**src/rtl/fetch_pkg.sv**
```systemverilog
// Shared types for the instruction fetch unit:
// FSM states, queue entry layout and the default halt opcode.
package fetch_pkg;

    typedef enum logic [1:0] {
        IDLE,
        RUN,
        HALT
    } state_e;

    typedef struct packed {
        logic [31:0] data;
        logic [31:0] pc;
    } fetch_entry_t;

    localparam logic [31:0] HALT_INSTR_DEF = 32'h0010_0073;

endpackage

```
**src/rtl/fetch_queue.sv**
```systemverilog
// Small synchronous FIFO holding fetched {data, pc} entries.
// Flush wins over push and pop; storage itself is never reset.
module fetch_queue
    import fetch_pkg::*;
#(
    parameter int QDEPTH = 4
) (
    input  logic         clk,
    input  logic         reset,
    input  logic         push,
    input  logic         pop,
    input  logic         flush,
    input  fetch_entry_t wdata,
    output logic         full,
    output logic         empty,
    output fetch_entry_t head
);

    localparam int PW = $clog2(QDEPTH);
    localparam logic [PW-1:0] PTR_ONE = 1;
    localparam logic [PW:0] CNT_ONE = 1;
    localparam logic [PW:0] CNT_FULL = (PW+1)'(QDEPTH);

    fetch_entry_t mem [QDEPTH];

    logic [PW-1:0] head_q, head_d;
    logic [PW-1:0] tail_q, tail_d;
    logic [PW:0] count_q, count_d;

    always_comb begin
        head_d  = head_q;
        tail_d  = tail_q;
        count_d = count_q;
        if (flush) begin
            head_d  = '0;
            tail_d  = '0;
            count_d = '0;
        end else begin
            if (push) tail_d = tail_q + PTR_ONE;
            if (pop) head_d = head_q + PTR_ONE;
            unique case ({push, pop})
                2'b10:   count_d = count_q + CNT_ONE;
                2'b01:   count_d = count_q - CNT_ONE;
                default: count_d = count_q;
            endcase
        end
    end

    always_ff @(posedge clk or posedge reset) begin
        if (reset) begin
            head_q  <= '0;
            tail_q  <= '0;
            count_q <= '0;
        end else begin
            head_q  <= head_d;
            tail_q  <= tail_d;
            count_q <= count_d;
        end
    end

    always_ff @(posedge clk) begin
        if (push && !flush) mem[tail_q] <= wdata;
    end

    assign full  = (count_q == CNT_FULL);
    assign empty = (count_q == '0);
    assign head  = mem[head_q];

endmodule

```
**src/rtl/fetch_ctrl.sv**
```systemverilog
// Fetch controller: PC register, IDLE/RUN/HALT FSM, sticky
// fault detection and redirect handling in front of fetch_queue.
module fetch_ctrl
    import fetch_pkg::*;
#(
    parameter logic [31:0] RESET_PC   = 32'h0000_0000,
    parameter int          QDEPTH     = 4,
    parameter int unsigned IMEM_BYTES = 262144,
    parameter logic [31:0] HALT_INSTR = HALT_INSTR_DEF
) (
    input  logic        clk,
    input  logic        reset,
    input  logic        fetch_en,
    output logic [31:0] imem_addr,
    input  logic [31:0] imem_data,
    output logic        inst_valid,
    input  logic        inst_ready,
    output logic [31:0] inst_data,
    output logic [31:0] inst_pc,
    input  logic        redirect_valid,
    input  logic [31:0] redirect_pc,
    output logic        halted,
    output logic        fault
);

    localparam logic [31:0] IMEM_LIMIT = 32'(IMEM_BYTES);

    state_e      state_q, state_d;
    logic [31:0] pc_q, pc_d;
    logic        fault_q, fault_d;

    logic         push;
    logic         pop;
    logic         q_full;
    logic         q_empty;
    logic         pc_bad;
    logic         is_halt;
    fetch_entry_t q_head;

    assign pc_bad  = (pc_q[1:0] != 2'b00) || (pc_q >= IMEM_LIMIT);
    assign is_halt = (imem_data == HALT_INSTR);
    assign pop     = !q_empty && inst_ready;

    always_comb begin
        state_d = state_q;
        pc_d    = pc_q;
        fault_d = fault_q;
        push    = 1'b0;
        if (redirect_valid) begin
            pc_d    = redirect_pc;
            fault_d = 1'b0;
            unique case (state_q)
                IDLE:    state_d = fetch_en ? RUN : IDLE;
                RUN:     state_d = fetch_en ? RUN : IDLE;
                HALT:    state_d = RUN;
                default: state_d = IDLE;
            endcase
        end else begin
            unique case (state_q)
                IDLE: begin
                    if (fetch_en) state_d = RUN;
                end
                RUN: begin
                    push = !fault_q && !pc_bad && (!q_full || pop);
                    if (!fault_q && pc_bad) begin
                        fault_d = 1'b1;
                        state_d = HALT;
                    end else if (push && is_halt) begin
                        state_d = HALT;
                    end else if (!fetch_en) begin
                        state_d = IDLE;
                    end
                    // The halt word keeps the PC parked on its own address.
                    if (push && !is_halt) pc_d = pc_q + 32'd4;
                end
                HALT:    state_d = HALT;
                default: state_d = IDLE;
            endcase
        end
    end

    always_ff @(posedge clk or posedge reset) begin
        if (reset) begin
            state_q <= IDLE;
            pc_q    <= RESET_PC;
            fault_q <= 1'b0;
        end else begin
            state_q <= state_d;
            pc_q    <= pc_d;
            fault_q <= fault_d;
        end
    end

    fetch_queue #(
        .QDEPTH(QDEPTH)
    ) u_queue (
        .clk  (clk),
        .reset(reset),
        .push (push),
        .pop  (pop),
        .flush(redirect_valid),
        .wdata('{data: imem_data, pc: pc_q}),
        .full (q_full),
        .empty(q_empty),
        .head (q_head)
    );

    assign imem_addr  = pc_q;
    assign inst_valid = !q_empty;
    assign inst_data  = q_head.data;
    assign inst_pc    = q_head.pc;
    assign halted     = (state_q == HALT);
    assign fault      = fault_q;

endmodule

```
**config.mk**
```make
export PLATFORM = sky130hd
export DESIGN_NAME = fetch_ctrl
export DESIGN_NICKNAME = d
export VERILOG_FILES = /design/src/rtl/fetch_pkg.sv /design/src/rtl/fetch_queue.sv /design/src/rtl/fetch_ctrl.sv
export SDC_FILE = /design/constraint.sdc
export NUM_CORES = 1
export LEC_CHECK = 0
export ABC_AREA = 1
export ABC_CLOCK_PERIOD_IN_PS = 6000
export BUFFER_PORTS_ARGS = -buffer_cell sky130_fd_sc_hd__buf_4
export CAP_MARGIN = 30
export CORE_UTILIZATION = 50
export DETAILED_ROUTE_END_ITERATION = 7
export PLACE_DENSITY = 0.8
export SLEW_MARGIN = 15
export SYNTH_ARGS = -nofsm -noshare
export SYNTH_HDL_FRONTEND = slang
export SYNTH_SLANG_ARGS = --single-unit
```
**constraint.sdc**
```tcl
create_clock -name clk -period 6 [get_ports clk]
set_clock_uncertainty 0.15 [all_clocks]
set_input_delay 0.9 -clock clk [delete_from_list [all_inputs] [get_ports clk]]
set_output_delay 0.9 -clock clk [all_outputs]
set_load 0.1 [all_outputs]
```
# --- Yosys cells after proc, flatten, opt, wreduce, memory -nomap -nowiden ---
# Memory sizes are Yosys's and may differ from the RTL's.
# Cells that the tools add are included.
op_classes:
  n_addsub: 5
  magnitude_cmp: 1
  n_eq_ne: 8
  muxes: 24
  n_reduce_logical: 28
op_table:
  columns: ["operator", "count"]
  rows:
  - ["$mux W32", 3]
  - ["$add A32 B3 Y32 const B", 1]
  - ["$eq A32 B21 Y1 const B", 1]
  - ["$ge A32 B19 Y1 const B", 1]
  - ["$mux W2", 9]
  - ["$reduce_bool A2 Y1", 6]
  - ["$mux W1", 8]
  - ["$logic_and A1 B1 Y1", 7]
  - ["$logic_not A1 Y1", 6]
  - ["$pmux W2 S3", 1]
  - ["$pmux W3 S2", 1]
  - ["$reduce_and A2 Y1", 3]
  - ["$ne A5 B5 Y1 const B", 1]
  - ["$add A2 B1 Y2 const B", 2]
  - ["$eq A2 B1 Y1 const B", 2]
  - ["$eq A2 B2 Y1 const B", 2]
  - ["$add A3 B1 Y3 const B", 1]
  - ["$eq A3 B3 Y1 const B", 1]
  - ["$logic_not A3 Y1", 1]
  - ["$mux W3", 1]
  - ["$ne A3 B3 Y1 const B", 1]
  - ["$reduce_bool A3 Y1", 1]
  - ["$sub A3 B1 Y3 const B", 1]
  - ["$logic_not A2 Y1", 1]
  - ["3 further kinds", 4]
totals:
  register_bits: 42
  ram_bits: 256
  in_bits: 69
  out_inout_bits: 99
  wordCells: 73
  mem_count: 1
mem_list:
  columns: ["name", "depth", "width", "rd", "rd_clocked_by_memory_dff", "wr", "line", "text"]
  rows:
  - ["u_queue.mem", 4, 64, 1, 0, 1, "fetch_queue.sv:24", "fetch_entry_t mem [QDEPTH];"]

# --- Logic depth before layout (Yosys ltp) ---
depth:
  ltp_word: 10
  depth_mapped: 14
  depth_no_buf: 14

# --- Cells and area by module ---
# Synthesis repeated with hierarchy kept, for this count alone.
unflattened:
  cells_unflattened: 1023
  hier_area_um2: 12196.7
by_module_without_submodules:
  columns: ["module", "instances", "cells_each", "area_each_um2", "seq_area_each_um2"]
  rows:
  - ["fetch_queue", 1, 681, 9939.5, 7862.5]
  - ["fetch_ctrl", 1, 342, 2257.2, 875.8]

# --- Least setup slack after synthesis ---
# Ideal clock, no wire load.
synth_path:
  path_type: "flip-flop to flip-flop"
  start: "reg pc_q[29], in the netlist imem_addr[29]"
  end: "mem u_queue.mem[0][0] in the netlist's numbering (enable)"
  arrival_time_ns: 4.150
  required_time_ns: 5.363
  setup_slack_ns: 1.213
  path_stages_with_launch: 6
  period_less_slack_ns: 4.787
  cell_sequence: "dfrtp_1 > nor2_1 > nand2_1 > nor2_1 > nand4_2 > nor2_1"
synth_via:
  elab_chain_len: 10
synth_lines:
  columns: ["item", "line", "text"]
  rows:
  - ["from (decl)", "fetch_ctrl.sv:29", "logic [31:0] pc_q, pc_d;"]
  - ["from (signal assigned)", "fetch_ctrl.sv:89", "pc_q <= pc_d;"]
  - ["$ge A32 B19 Y1", "fetch_ctrl.sv:40", "assign pc_bad = (pc_q[1:0] != 2'b00) || (pc_q >= IMEM_LIMIT);"]
  - ["$logic_or A1 B1 Y1", "fetch_ctrl.sv:40", null]
  - ["$logic_not A1 Y1", "fetch_ctrl.sv:64", "push = !fault_q && !pc_bad && (!q_full || pop);"]
  - ["$logic_and A1 B1 Y1 (2 in series)", "fetch_ctrl.sv:64", null]
  - ["$mux W1", "fetch_ctrl.sv:59", "unique case (state_q)"]
  - ["$mux W1", "fetch_ctrl.sv:49", "if (redirect_valid) begin"]
  - ["$logic_and A1 B1 Y1", "fetch_queue.sv:62", "if (push && !flush) mem[tail_q] <= wdata;"]
  - ["$mux W1", "fetch_queue.sv:62", null]
  - ["$mux W1 (implied by the code)", "fetch_queue.sv:62", null]
  - ["to (decl)", "fetch_queue.sv:24", null]
# No other way between the ends.

# --- Worst setup path in the final report ---
layout_path:
  start: "reg u_queue.head_q[0]"
  end: "out inst_pc[18]"
layout_via:
  elab_chain_len: 1
layout_lines:
  columns: ["item", "line", "text"]
  rows:
  - ["from (decl)", "fetch_queue.sv:26", "logic [PW-1:0] head_q, head_d;"]
  - ["from (signal assigned)", "fetch_queue.sv:51", "head_q <= '0;"]
  - ["from (signal assigned)", "fetch_queue.sv:55", "head_q <= head_d;"]
  - ["$mem_v2 Z4 W64", null, null]
  - ["to (decl)", "fetch_ctrl.sv:19", "output logic [31:0] inst_pc,"]
# No other way between the ends.

==> flow_metrics.tcl <==
set metrics [dict create \
    synth_area_leaders "edfxtp_1 (63%), dfrtp_1 (8.7%), nor2_1 (6.2%), o21ai_0 (5.7%), nand2_1 (4.0%)" \
    synth_nets 1089 \
    ys_warn_count 0 \
    switching_share_pct 42.0 \
    cts_hold_buffers 0 \
    relSlewSlack_pct 46.6 \
    path_buf_inv 3 \
    ios 168 \
    cpMaxStageDelayCell "buf_4" \
    initial_utilization_pct 51.3 \
    yosysTopAreaCell "edfxtp_1" \
    drtIter0Drc 847 \
    post-route-period-util_pct 63.0 \
    synth_top_cell_area_share_pct 63.5 \
    dominantRegCellSynth "edfxtp_1" \
    syn_area_um2 12100 \
    cts_buffers 30 \
    drive_gt1_share_pct 22.3 \
    cp.required_ns 4.95 \
    p_int_mw 3.80 \
    wl_per_cell_um 18.3 \
    p_leak_nw 5.55 \
    place_hpwl_mm 17.3 \
    cts_setup_buffers 0 \
    area_growth_pct 21.6 \
    fmax_ghz 0.265 \
    worstPathMaxFanout 83 \
    endpoint_kind "output pin" \
    drt_wl_total_mm 27.8 \
    cts_tree "yes" \
    crit_path_start_kind "register" \
    track_usage_pct 22.4 \
    synth_edf_count 256 \
    die_h_um 158 \
    hold_class "input port to asynchronous set/reset pin" \
    clkSinkCount 298 \
    insertion_delay_ns 0.55 \
    synthCells 1013 \
    design.die.area_um2 24800 \
    grt_first_pass_wirelength_mm 42.3 \
    avgSynthCellArea_um2 12.0 \
    synth.most_common_cell "edfxtp_1" \
    via_count 8291 \
    crit_path_start "u_queue.head_q[0]" \
    fp-row-count 56 \
    rsz0062_at_grt "no" \
    irDropWorstVdd_uv 359 \
    yosysSeqAreaShare_pct 72.2 \
    slew_viol_final 0 \
    setup_violations 0 \
    htreeDepth 1 \
    netlist_top_cells_count "edfxtp_1 (256), nor2_1 (201), o21ai_0 (138)" \
    setup_tns_ns 0 \
    p_per_area_nw_per_um2 445 \
    power_frac_comb_pct 36.4 \
    drc_errors 0 \
    path_clk_slew_ns 0.06 \
    antenna_found_initial 0 \
    hold_viol_final 0 \
    final.min_clock_period_ns 3.78 \
    ys_async_sr_fraction_pct 14.1 \
    placeableCoreArea_um2 23600 \
    grt_pass1_vias 8021 \
    synth_seq_cells 298 \
    path_cells "buf_4 -> buf_16 -> o21ai_0 -> o22ai_1 -> buf_4" \
    status "finished, final reports clean" \
    use_met2_pct 37.4 \
    cp_slowest_stage_delay_ns 0.43 \
    crit_type "register to output pin" \
    dr.pass1.iters 5 \
    antenna_cells 0 \
    clkPwrFrac_pct 27.0 \
    cts_buffer_depth 3 \
    use_met1_pct 30.9 \
    use_met3_pct 3.26 \
    switchingPower_mw 2.75 \
    critical_path_arrival_ns 2.73 \
    die_x_um 158 \
    io_buffer_count 167 \
    place_congestion 0.831 \
    r2r-start "imem_addr[27]" \
    cts_resized 0 \
    cts_root_buf "clkbuf_16" \
    pwr-share-seq_pct 36.5 \
    path_delay_family "buffers and inverters" \
    grt_max_degree 84 \
    crit_path_frequent_cell "buf_4" \
    grt.busiest_layer "met2" \
    worstMarginPinSlew_ns 0.799 \
    vias_per_cell 5.47 \
    ys_types 39 \
    holdWs_ns 0.181 \
    grt.overflow.total 0 \
    fin_nets 1250 \
    route.antenna.remaining_nets 0 \
    drv_cap 0 \
]
[worst paths after layout]
check                                          end  slack [ns]  depth (start not counted)
worst max-delay path                   inst_pc[18]        2.22                          5
worst min-delay path                 imem_addr[19]        0.18                          2
min in group clk                u_queue.count_q[2]        0.41                          2
worst max register to register  u_queue.mem[2][54]        2.77                          6
worst min register to register  u_queue.count_q[2]        0.41                          2
max in group asynchronous        u_queue.head_q[0]        5.02                          3
[per-layer routing]
metal  vias up  routed length (um)
met5         -                   0
met4         0                 438
met3        34                1900
met2       360               13700
met1      3982               11800
li1       3915                   -
[power groups by stage]
stage / logic (mW) / clock network (mW) / registers (mW)
floorplan: 1.67 / 0 / 2.59
global placement: 2.33 / 0 / 2.43
detailed placement: 2.39 / 0 / 2.43
CTS: 2.39 / 1.80 / 2.39
global route: 2.49 / 1.88 / 2.40
finish: 2.39 / 1.77 / 2.39
[worst register-to-register path: stages, from the launching register on]
cell	delay [ns]
dfrtp_1	0.45
nor2_1	0.14
nand2_1	0.09
nor2_1	0.29
nand4_2	0.38
nor2_4	0.65
buf_4	0.63
[cells in the final DEF (no fill, tap or decap), types with 20 or more instances in the layout]
cell,instances
nand2_1,130
inv_1,33
dfrtp_1,40
o22ai_1,64
edfxtp_1,256
nor2_1,197
nand3_1,20
clkbuf_16,31
buf_4,174
o21ai_0,138
[flip-flops by register name (all words and copies together) (netlist names)]
register	flops
u_queue.head_q	2
u_queue.tail_q	2
state_q	2
imem_addr	32
u_queue.count_q	3
fault	1
u_queue.mem	256
[per-stage QoR]
step	power, mW	utilization (%)	instance area, um2	setup slack (ns)	instances
after global placement	4.76	57.6	13600	2.34	1454
after floorplan	4.26	-	12100	1.21	1013
after CTS	6.58	62.3	14700	2.23	1515
after global routing	6.77	62.4	14700	2.12	1516
after detailed placement	4.82	58.3	13800	2.50	1460
final	6.55	62.4	14700	2.22	1516
[cells by family (layout without fill, tap and decap cells)]
family | count (synthesis) | in the layout | share of synthesized area, %
mux | 1 | 1 | 0.0827
compound gates | 225 | 225 | 10.3
flops | 298 | 298 | 72.2
buf+inv | 94 | 278 | 3.32
simple gates | 384 | 384 | 13.0
fa+ha+maj | 7 | 7 | 0.785
xor+xnor | 4 | 4 | 0.289
[area by class of cell]
type | instances | area, um2
Clock buffer | 37 | 798
Clock inverter | 18 | 144
Fill cell | 1793 | 8890
Inverter | 42 | 165
Multi-Input combinational cell | 621 | 3000
Sequential cell | 298 | 8740
Tap cell | 319 | 399
Timing Repair Buffer | 181 | 1480
(Power assumes the default switching activity.)
